**config.mk**
```make
export PLATFORM = sky130hd
export DESIGN_NAME = approx_csel_adder_pipe
export DESIGN_NICKNAME = d
export VERILOG_FILES = /design/src/rtl/approx_csel_adder_pipe.sv
export SDC_FILE = /design/constraint.sdc
export NUM_CORES = 1
export LEC_CHECK = 0
export CORE_MARGIN = 2
export CORE_UTILIZATION = 40
export DETAILED_ROUTE_END_ITERATION = 10
export GPL_TIMING_DRIVEN = 0
export PLACE_DENSITY = 0.67
export SETUP_SLACK_MARGIN = 0.2
export SLEW_MARGIN = 20
export SYNTH_ARGS = -nofsm -noshare
export SYNTH_HDL_FRONTEND = slang
export SYNTH_SLANG_ARGS = --single-unit
```
**constraint.sdc**
```tcl
create_clock -name clk_i -period 5.8 [get_ports clk_i]
set_input_delay 1.74 -clock clk_i [delete_from_list [all_inputs] [get_ports clk_i]]
set_output_delay 1.74 -clock clk_i [all_outputs]
set_load 0.005 [all_outputs]
```
**src/rtl/approx_csel_adder_pipe.sv**
```systemverilog
`timescale 1ns/1ps
// approx_csel_adder_pipe: 2-stage pipelined segmented carry-select adder with per-segment carry prediction.
//
// Ports:
//   clk_i        clock, rising edge
//   rst_i        asynchronous active-high reset
//   in_valid_i   operand beat valid
//   in_ready_o   block can accept an operand beat
//   a_i, b_i     operands (WIDTH bits)
//   ci_i         carry-in to segment 0
//   sel_i        per-segment carry mode, 0 = rippled carry, 1 = predicted carry (bit 0 ignored)
//   out_valid_o  result valid
//   out_ready_i  consumer accepts result
//   sum_o, co_o  approximate sum and carry-out of the top segment
//   err_o        result differs from the exact {co, sum}
//   err_cnt_o    saturating count of delivered erroneous results
//
// Optional feature macro APPROX_ERR_CNT_EN: when defined, an exact adder runs alongside
// the segmented one to drive err_o and err_cnt_o; otherwise both outputs are tied to 0.
module approx_csel_adder_pipe #(
    parameter int WIDTH     = 16,
    parameter int SEG       = 4,
    parameter int ERR_CNT_W = 8
) (
    input  logic                 clk_i,
    input  logic                 rst_i,
    input  logic                 in_valid_i,
    output logic                 in_ready_o,
    input  logic [WIDTH-1:0]     a_i,
    input  logic [WIDTH-1:0]     b_i,
    input  logic                 ci_i,
    input  logic [WIDTH/SEG-1:0] sel_i,
    output logic                 out_valid_o,
    input  logic                 out_ready_i,
    output logic [WIDTH-1:0]     sum_o,
    output logic                 co_o,
    output logic                 err_o,
    output logic [ERR_CNT_W-1:0] err_cnt_o
);
    localparam int NSEG = WIDTH / SEG;

    logic             adv1, adv2;
    logic             v1_q, v1_d;
    logic [WIDTH-1:0] s0_q, s0_d, s1_q, s1_d;
    logic [NSEG-1:0]  c0_q, c0_d, c1_q, c1_d;
    logic [NSEG-1:0]  pred_q, pred_d, sel_q, sel_d;
    logic             ci_q, ci_d;
    logic [WIDTH-1:0] sum_res;
    logic             co_res, cy;
    logic             out_valid_q, out_valid_d;
    logic [WIDTH-1:0] sum_q, sum_d;
    logic             co_q, co_d;

    // Stage 2 may advance when empty or draining; stage 1 when empty or stage 2 advances.
    assign adv2       = !out_valid_q || out_ready_i;
    assign adv1       = !v1_q || adv2;
    assign in_ready_o = adv1;

    // Stage 1: both carry-in candidates per segment plus the MSB generate of the segment below.
    always_comb begin
        v1_d   = adv1 ? in_valid_i : v1_q;
        s0_d   = s0_q;
        s1_d   = s1_q;
        c0_d   = c0_q;
        c1_d   = c1_q;
        pred_d = pred_q;
        sel_d  = sel_q;
        ci_d   = ci_q;
        if (in_valid_i && adv1) begin
            ci_d  = ci_i;
            sel_d = sel_i;
            for (int k = 0; k < NSEG; k++) begin
                {c0_d[k], s0_d[k*SEG +: SEG]} = {1'b0, a_i[k*SEG +: SEG]} + {1'b0, b_i[k*SEG +: SEG]};
                {c1_d[k], s1_d[k*SEG +: SEG]} = {1'b0, a_i[k*SEG +: SEG]} + {1'b0, b_i[k*SEG +: SEG]}
                                                + (SEG+1)'(1);
                // Segment 0 has no predecessor; its carry always comes from ci.
                pred_d[k] = (k != 0) && a_i[k == 0 ? 0 : k*SEG-1] && b_i[k == 0 ? 0 : k*SEG-1];
            end
        end
    end

    // Stage 2: walk the segments, choosing each carry-in from the ripple or the prediction.
    always_comb begin
        sum_res = '0;
        cy      = ci_q;
        for (int k = 0; k < NSEG; k++) begin
            if (k != 0 && sel_q[k])
                cy = pred_q[k];
            sum_res[k*SEG +: SEG] = cy ? s1_q[k*SEG +: SEG] : s0_q[k*SEG +: SEG];
            cy = cy ? c1_q[k] : c0_q[k];
        end
        co_res = cy;
    end

    always_comb begin
        out_valid_d = adv2 ? v1_q : out_valid_q;
        sum_d       = (adv2 && v1_q) ? sum_res : sum_q;
        co_d        = (adv2 && v1_q) ? co_res : co_q;
    end

    always_ff @(posedge clk_i or posedge rst_i) begin
        if (rst_i) begin
            v1_q        <= 1'b0;
            s0_q        <= '0;
            s1_q        <= '0;
            c0_q        <= '0;
            c1_q        <= '0;
            pred_q      <= '0;
            sel_q       <= '0;
            ci_q        <= 1'b0;
            out_valid_q <= 1'b0;
            sum_q       <= '0;
            co_q        <= 1'b0;
        end else begin
            v1_q        <= v1_d;
            s0_q        <= s0_d;
            s1_q        <= s1_d;
            c0_q        <= c0_d;
            c1_q        <= c1_d;
            pred_q      <= pred_d;
            sel_q       <= sel_d;
            ci_q        <= ci_d;
            out_valid_q <= out_valid_d;
            sum_q       <= sum_d;
            co_q        <= co_d;
        end
    end

    assign out_valid_o = out_valid_q;
    assign sum_o       = sum_q;
    assign co_o        = co_q;

`ifdef APPROX_ERR_CNT_EN
    logic [WIDTH:0]     ex_q, ex_d;
    logic               err_q, err_d;
    logic [ERR_CNT_W-1:0] cnt_q, cnt_d;

    always_comb begin
        ex_d  = (in_valid_i && adv1) ? {1'b0, a_i} + {1'b0, b_i} + (WIDTH+1)'(ci_i) : ex_q;
        err_d = (adv2 && v1_q) ? (ex_q != {co_res, sum_res}) : err_q;
        // Count only beats the consumer actually takes; stop at all-ones.
        cnt_d = (out_valid_q && out_ready_i && err_q && cnt_q != {ERR_CNT_W{1'b1}}) ? cnt_q + 1'b1 : cnt_q;
    end

    always_ff @(posedge clk_i or posedge rst_i) begin
        if (rst_i) begin
            ex_q  <= '0;
            err_q <= 1'b0;
            cnt_q <= '0;
        end else begin
            ex_q  <= ex_d;
            err_q <= err_d;
            cnt_q <= cnt_d;
        end
    end

    assign err_o     = err_q;
    assign err_cnt_o = cnt_q;
`else
    assign err_o     = 1'b0;
    assign err_cnt_o = '0;
`endif

endmodule

```
---- After elaboration in Yosys (flattened, before gate mapping) ----
Index checks and enable logic that the tools add are counted.
cells by class
  add/sub/neg operators ................... 8
  multiplexer cells ....................... 11
  reduce and logical (&&, ||, !) cells .... 9
operator list
  kind                 number
  $add 4x4->5          4
  $add 5x1->5 const B  4
  $mux 4               4
  $mux 1               7
  $logic_and 1x1->1    5
  $logic_not 1->1      2
  $logic_or 1x1->1     2
storage, ports and cells
  bits in registers ....................... 67
  bits of input ports ..................... 41
  output and inout bits ................... 28
  logic and storage cells ................. 39

---- Depth between registers and ports, before layout ----
Gate-level depths: netlist (run 1).
  word-level depth ........................ 7
  mapped depth ............................ 8
  gate-level depth less buffers ........... 8

---- Least setup slack after synthesis (run 1) ----
Ideal clock, no wire load.
  path type ............................... input port to output port
  from .................................... in out_ready_i
  to ...................................... out in_ready_o
  arrival time ............................ 1.929 ns
  required time ........................... 4.060 ns
  slack ................................... 2.131 ns
  cell stages on the path ................. 1
  path buffers ............................ 0
  cell sequence ........................... nand3b_1
on the way
  cells in the longest elaborated chain, start to end .. 2
RTL lines
  element           RTL line  source
  from (decl)       34        input logic out_ready_i,
  $logic_or 1x1->1  55        assign adv2 = !out_valid_q || out_ready_i;
  $logic_or 1x1->1  56        assign adv1 = !v1_q || adv2;
  to (decl)         28        output logic in_ready_o,
No other way between the ends.

---- Final worst setup path (run 1) ----
Same ends and word-level chain as after synthesis.

==> results of run 1 <==
routing by layer:
layer	vias up	part of all wire	global-route usage
met5	-	0	0
met4	0	0.017	0.0705
met3	10	0.042	0.0223
met2	68	0.45	0.269
met1	1269	0.49	0.244
li1	1366	-	-
layout by cell type, fill, tap and decap left out, types with 3 or more instances in the layout:
master	count
sky130_fd_sc_hd__nand2_1	98
sky130_fd_sc_hd__dfrtp_1	66
sky130_fd_sc_hd__clkdlybuf4s50_1	58
sky130_fd_sc_hd__o21ai_0	33
sky130_fd_sc_hd__ha_1	20
sky130_fd_sc_hd__mux2i_1	14
sky130_fd_sc_hd__nand3_1	14
sky130_fd_sc_hd__a21oi_1	13
sky130_fd_sc_hd__inv_1	12
sky130_fd_sc_hd__clkbuf_1	10
sky130_fd_sc_hd__buf_4	10
sky130_fd_sc_hd__clkbuf_8	10
sky130_fd_sc_hd__and2_1	9
sky130_fd_sc_hd__conb_1	9
sky130_fd_sc_hd__a21o_1	8
sky130_fd_sc_hd__xnor2_1	8
sky130_fd_sc_hd__xor2_1	6
sky130_fd_sc_hd__nand2b_1	5
sky130_fd_sc_hd__a311o_1	5
sky130_fd_sc_hd__o21a_1	4
sky130_fd_sc_hd__fa_1	4
sky130_fd_sc_hd__buf_1	3
sky130_fd_sc_hd__clkinvlp_4	3
per-stage QoR:
| stage | worst slack, ns | hold WS [ns] | util |
|---|---|---|---|
| 6_report | 1.17 | 0.477 | 0.515 |
| 5_1_grt | 1.14 | 0.507 | 0.515 |
| 4_1_cts | 1.17 | 0.480 | 0.515 |
| 3_5_place_dp | 1.17 | 0.462 | 0.494 |
| 3_3_place_gp | 1.16 | 0.452 | 0.492 |
| 2_1_floorplan | 2.13 | 0.437 | - |
power breakdown:
part           leakage [nW]  internal (W)  switching, W
logic                  1.21      0.000218      0.000196
registers             0.809      0.000565     0.0000576
clock network        0.0847      0.000166      0.000179
tightest hold or removal path: cells and delay by family (launching register included):
kind	cells	cell delay, ns
flip-flops	1	0.34
AND/OR/NAND/NOR	2	0.10
synth_stat cells (9+ instances only):
cell,n
sky130_fd_sc_hd__ha_1,20
sky130_fd_sc_hd__dfrtp_1,66
sky130_fd_sc_hd__o21ai_0,33
sky130_fd_sc_hd__clkbuf_1,10
sky130_fd_sc_hd__and2_1,9
sky130_fd_sc_hd__inv_1,13
sky130_fd_sc_hd__nand2_1,98
sky130_fd_sc_hd__buf_4,10
sky130_fd_sc_hd__mux2i_1,14
sky130_fd_sc_hd__nand3_1,14
sky130_fd_sc_hd__a21oi_1,13
state kept, by name, summed over array words and instances, names as in the netlist:
name / count
co_o: 1
c1_q: 4
s1_q: 16
v1_q: 1
c0_q: 4
s0_q: 16
ci_q: 1
sel_q: 3
sum_o: 16
out_valid_o: 1
pred_q: 3
cells by family after synthesis:
logic type      after synthesis  synth area share
simple gates                137             0.172
compound gates               70             0.128
flops                        66             0.475
buf+inv                      36            0.0496
fa+ha+maj                    24            0.0950
mux                          15            0.0446
xor+xnor                     14            0.0353
other cells                   1           0.00108
worst paths after layout:
check / endpoint / slack (ns) / depth (start not counted)
max: in_ready_o / 1.17 / 3
min: s0_q[0] / 0.48 / 2
max reg2reg: co_o / 3.57 / 6
min reg2reg: s0_q[0] / 0.48 / 2
max in group asynchronous: s1_q[11] / 3.53 / 3
min in group asynchronous: s0_q[15] / 1.74 / 2
final cells by class:
type | count | area [µm²]
Fill cell | 819 | 4170
Multi-Input combinational cell | 269 | 1680
Sequential cell | 66 | 1650
Timing Repair Buffer | 59 | 601
Clock buffer | 10 | 138
Tap cell | 108 | 135
Buffer | 23 | 124
Inverter | 13 | 51.3
Clock inverter | 6 | 41.3
==> qor.csv, run 1 <==
stage;metric;value;unit
setup_path;start_kind;input port;
logic_synthesis;synth_top_cell_by_area;sky130_fd_sc_hd__dfrtp_1;
place;place_congestion;0.800;
clock_network;cts_tree;built;
floorplan;placement_rows;34;
setup_path;setup.worst_path.start;out_ready_i;
global_routing;total_congestion_overflow_after_global_routing;0;
clock_network;cts_buffers;9;
clock_network;clk_pin_slew_worst_paths;0.07;ns
clock_network;clock_sink_count;66;
logic_synthesis;ys_dominant_reg_cell;sky130_fd_sc_hd__dfrtp_1;
layout;area_growth;27.2;%
clock_network;cts-root-buf;sky130_fd_sc_hd__clkbuf_8;
drt;drt_iter0_drc;140;
setup_path;worst_path_dominant_cell_family;buffers and inverters;
hold_path;holdCritStartpoint;s0_q[0];
setup_path;path_cells;clkdlybuf4s50_1 > nand3b_1 > clkdlybuf4s50_1;
setup_path;worst_setup_end_kind;output port;
drt;ant_nets;0;
power;finalPower;0.00138;W
timing;number_of_slew_limit_violations_in_the_final_report;0;
setup_path;worstSetupPathType;input port to output port;
clock_network;ctsHtreeMaxLevel;3;
global_routing;grtUsageTotal;0.172;
logic_synthesis;synth_async_sr_flop_share;1.00;
drt;num_vias;2713;
global_routing;maximum_number_of_pins_on_one_net_before_global_route_repair;36;
setup_path;cp_slowest_cell;sky130_fd_sc_hd__clkdlybuf4s50_1;
logic_synthesis;syn-instance-count;363;
floorplan;fp.dieArea;9460;µm²
global_routing;first_pass_grt_wire_length;13.1;mm
setup_path;worst-path-max-fanout;4;
flow_run;cap_violations;0;
global_routing;first_global_vias;2723;
floorplan;top_level_port_count;69;
power;vdd_ir_drop_max;0.102;mV
global_routing;antenna_violations_before_repair;0;
drt;drt_pre_antenna_iters;4;
layout;fin_area;4430;µm²
logic_synthesis;postSynthAreaPerCell;9.58;µm²
hold_path;worstHoldPathType;register to register;
logic_synthesis;register_bit_total_from_synthesis;66;
drt;drc;0;
logic_synthesis;synth-seq-area-share;0.475;
layout;n_antenna_cell;0;
logic_synthesis;synth.lib_cells_used.distinct;34;
setup_path;critical-path-max-stage-delay;0.52;ns
logic_synthesis;synth_edf_count;0;
timing;tightestPinTransition;0.586;ns
drt;avgViaCountPerCell;4.90;
floorplan;core-area;8590;µm²
place;dp_cells;538;
floorplan;effective_utilization_at_floorplan;0.405;
timing;final_period_minus_worst_setup_slack;4.63;ns
timing;part_of_the_cycle_the_worst_path_needs;0.798;
timing;max_freq;0.216;GHz
logic_synthesis;synth.top_cells.by_area;sky130_fd_sc_hd__dfrtp_1, sky130_fd_sc_hd__nand2_1, sky130_fd_sc_hd__ha_1;
setup_path;arrival_time_at_the_worst_endpoint;2.89;ns
logic_synthesis;synth_top_cell_area_share;0.475;
timing;setup_repair_after_global_routing_missed_its_margin;false;
clock_network;postCtsSetupRepairBufs;0;
timing;timing.final.hold_violations;0;
logic_synthesis;netlist_area;3480;µm²
logic_synthesis;synth-warning-count;0;
drt;wl_per_cell;13.3;µm
floorplan;dieHeight;97.3;µm
power;pwr_density_cell;312;nW/µm²
setup_path;timing.critical_path.buf_inv;2;
drt;wirelength;7.38;mm
place;io_buffer_count;58;
place;hpwlAfterDp;5.60;mm
clock_network;cts.path.max_buffers;2;
timing;timing.clock.skew;0.00919;ns
status;run_status;finished clean;
timing;slew-limit-headroom;0.609;
clock_network;clk-insertion-delay-late;0.34;ns
timing;tns;0;ns
setup_path;critPathMostFrequentCell;sky130_fd_sc_hd__clkdlybuf4s50_1;
layout;drive_gt1_frac;0.0717;
layout;num-nets-final;506;
layout;layoutNonFillerInstCount;554;
floorplan;die_w;97.3;µm
clock_network;cts_hold_repair.buffers;0;
setup_path;reg2reg_from;ci_q;
place;placedInstanceArea;4250;µm²
setup_path;required_time_at_the_worst_slack_endpoint;4.06;ns
power;power.static_leakage;2.10;nW
timing;final-setup-viol-count;0;
clock_network;cts_repair_resize_count;0;
Power figures use the tool's default switching activity.
==> run 2: changes to the inputs <==
PLACE_DENSITY = 0.7   (was 0.67)
clock period = 4.18 ns   (was 5.8 ns; I/O delays follow)
==> qor.csv, run 2 (synthesis results as in run 1) <==
stage;metric;value;unit;change
timing;timing.final.hold_violations;0;;unchanged
clock_network;clk_pin_slew_worst_paths;0.07;ns;about the same
layout;layoutNonFillerInstCount;553;;was 554
drt;drt_iter0_drc;118;;was 140
layout;mostFrequentLayoutCell;sky130_fd_sc_hd__nand2_1;;unchanged
global_routing;first_pass_grt_wire_length;13.0;mm;was 13.1 mm
timing;timing.clock.skew;0.00514;ns;was 0.00919 ns
place;io_buffer_count;58;;unchanged
timing;part_of_the_cycle_the_worst_path_needs;0.878;;
place;place_congestion;0.802;;was 0.800
clock_network;cts_buffers;9;;unchanged
floorplan;core-area;8590;µm²;unchanged
setup_path;required_time_at_the_worst_slack_endpoint;2.93;ns;was 4.06 ns
setup_path;reg2reg_from;ci_q;;unchanged
clock_network;cts-root-buf;sky130_fd_sc_hd__clkbuf_8;;unchanged
setup_path;critical-path-max-stage-delay;0.53;ns;was 0.52 ns
place;dp_cells;538;;unchanged
timing;final-setup-viol-count;0;;unchanged
global_routing;total_congestion_overflow_after_global_routing;0;;unchanged
timing;tightestPinTransition;0.574;ns;was 0.586 ns
power;pwr-share-clk;0.263;;was 0.250
setup_path;worst-r2r-setup-slack;1.93;ns;was 3.57 ns
power;pwr_density_cell;442;nW/µm²;was 312 nW/µm²
setup_path;r2r_cells;6;;unchanged
global_routing;maximum_number_of_pins_on_one_net_before_global_route_repair;60;;was 36
clock_network;cts_tree;built;;unchanged
global_routing;grtUsageTotal;0.170;;was 0.172
layout;n_antenna_cell;0;;unchanged
timing;worst_hold_slack;0.476;ns;was 0.477 ns
setup_path;worst_r2r_endpoint;co_o;;unchanged
clock_network;clk-insertion-delay-late;0.34;ns;about the same
drt;wl_per_cell;13.7;µm;was 13.3 µm
layout;final_cell_mix;sky130_fd_sc_hd__nand2_1, sky130_fd_sc_hd__dfrtp_1, sky130_fd_sc_hd__clkdlybuf4s50_1;;unchanged
clock_network;postCtsSetupRepairBufs;0;;unchanged
clock_network;ctsHtreeMaxLevel;3;;unchanged
drt;drt_pre_antenna_iters;4;;unchanged
layout;num-nets-final;506;;unchanged
setup_path;worst_setup_end_kind;output port;;unchanged
global_routing;antenna_violations_before_repair;0;;unchanged
layout;final.fill_count;790;;was 819
setup_path;arrival_time_at_the_worst_endpoint;2.42;ns;was 2.89 ns
power;switching_share;0.299;;was 0.313
drt;drc;0;;unchanged
drt;ant_nets;0;;unchanged
clock_network;cts.path.max_buffers;2;;unchanged
status;run_status;finished clean;;unchanged
timing;max_freq;0.272;GHz;
clock_network;cts_repair_resize_count;0;;unchanged
floorplan;die_w;97.3;µm;unchanged
power;sequential_power_share;0.441;;was 0.451
hold_path;worstHoldPathType;register to register;;unchanged
timing;slew-limit-headroom;0.618;;was 0.609
clock_network;clock_sink_count;66;;unchanged
setup_path;worstSetupPathType;input port to output port;;unchanged
power;power.combinational.fraction;0.295;;was 0.299
flow_run;cap_violations;0;;unchanged
place;hpwlAfterDp;5.62;mm;was 5.60 mm
setup_path;path_cells;clkdlybuf4s50_1 > nand3b_1 > clkdlybuf4s50_1;;unchanged
floorplan;placement_rows;34;;unchanged
power;power.static_leakage;2.12;nW;was 2.10 nW
hold_path;holdCritStartpoint;s0_q[0];;unchanged
floorplan;fp.dieArea;9460;µm²;unchanged
hold_path;min_path_cells;2;;unchanged
power;vdd_ir_drop_max;0.178;mV;was 0.102 mV
global_routing;grtUsageMet2;0.270;;was 0.269
timing;final_period_minus_worst_setup_slack;3.67;ns;
power;power_report.internal_total;0.00138;W;was 0.000950 W
global_routing;groute.layer.met1.usage;0.237;;was 0.244
setup_path;worst-path-max-fanout;4;;unchanged
drt;num_vias;2758;;was 2,713
global_routing;first_global_vias;2692;;was 2,723
setup_path;critPathMostFrequentCell;sky130_fd_sc_hd__clkdlybuf4s50_1;;unchanged
floorplan;effective_utilization_at_floorplan;0.405;;unchanged
floorplan;dieHeight;97.3;µm;unchanged
timing;tns;0;ns;unchanged
layout;area_growth;27.6;%;was 27.2%
global_routing;gr-max-usage-layer;met2;;unchanged
floorplan;top_level_port_count;69;;unchanged
timing;number_of_slew_limit_violations_in_the_final_report;0;;unchanged
clock_network;cts_hold_repair.buffers;0;;unchanged
drt;wirelength;7.55;mm;was 7.38 mm
setup_path;start_kind;input port;;unchanged
hold_path;worst_hold_path.endpoint;s0_q[0];;unchanged
setup_path;cp_slowest_cell;sky130_fd_sc_hd__clkdlybuf4s50_1;;unchanged
power;total_switching_power;0.000587;W;was 0.000433 W
timing;setup_repair_after_global_routing_missed_its_margin;false;;unchanged
drt;avgViaCountPerCell;4.99;;was 4.90
layout;drive_gt1_frac;0.0652;;was 0.0717
global_routing;grt.met3_usage;0.0259;;was 0.0223
-- run 2: changes by cell type in the layout (fill, tap and decap cells not counted), sizes merged --
cell | previous run | this run
clkinvlp | 3 | 0
clkbuf | 20 | 22
bufinv | 0 | 1
inv | 14 | 13
-- run 2: through the flow --
| step | utilization | setup slack (ns) | cell area [µm²] | power (W) |
|---|---|---|---|---|
| floorplan | - | 1.27 | 3510 | 0.00120 |
| global placement | 0.492 | 0.222 | 4220 | 0.00143 |
| detailed placement | 0.495 | 0.512 | 4250 | 0.00146 |
| CTS | 0.517 | 0.501 | 4440 | 0.00197 |
| global route | 0.517 | 0.434 | 4440 | 0.00208 |
| finish | 0.517 | 0.509 | 4440 | 0.00196 |
-- run 2: critical path, delay by kind of cell --
kind	cells	cell delay, ns
buf+inv	2	0.99
simple gates	1	0.18
-- run 2: cell type report --
class / instances / area (µm²) / share of cell area
repair buffers: 59 / 608 / 0.137
flip-flops and latches: 66 / 1650 / 0.372
clock buffers: 12 / 145 / 0.0327
multi-input cells: 269 / 1680 / 0.379
well taps: 108 / 135 / 0.0304
inverters: 13 / 51.3 / 0.0116
plain buffers: 23 / 124 / 0.0279
clock inverters: 3 / 40.0 / 0.00902
-- run 2: worst max-delay path by stage --
stage,to,start,cells after the start
after floorplan,c0_q[0],rst_i,1
after global placement,s1_q[5],rst_i,2
after detailed placement,in_ready_o,out_ready_i,3
after CTS,in_ready_o,out_ready_i,3
after global routing,in_ready_o,out_ready_i,3
final,in_ready_o,out_ready_i,3
-- run 2: metal layers --
| layer | vias to the layer above | part of all wire |
|---|---|---|
| met3 | 9 | 0.050 |
| met4 | 0 | 0.017 |
| li1 | 1369 | - |
| met2 | 81 | 0.45 |
| met5 | - | 0 |
| met1 | 1299 | 0.49 |
-- run 2: power by group through the flow --
stage                     Sequential (W)  Combinational, W  Clock, W
after floorplan                 0.000865          0.000331         0
after global placement          0.000873          0.000562         0
after detailed placement        0.000879          0.000580         0
after CTS                       0.000867          0.000583  0.000523
after global routing            0.000885          0.000650  0.000549
final                           0.000866          0.000579  0.000517
==> run 3: changes to the inputs <==
SETUP_SLACK_MARGIN = 0.4   (was 0.2)
==> results of run 3 <==
The final DEF is identical to that of run 2; final timing and power are the same.
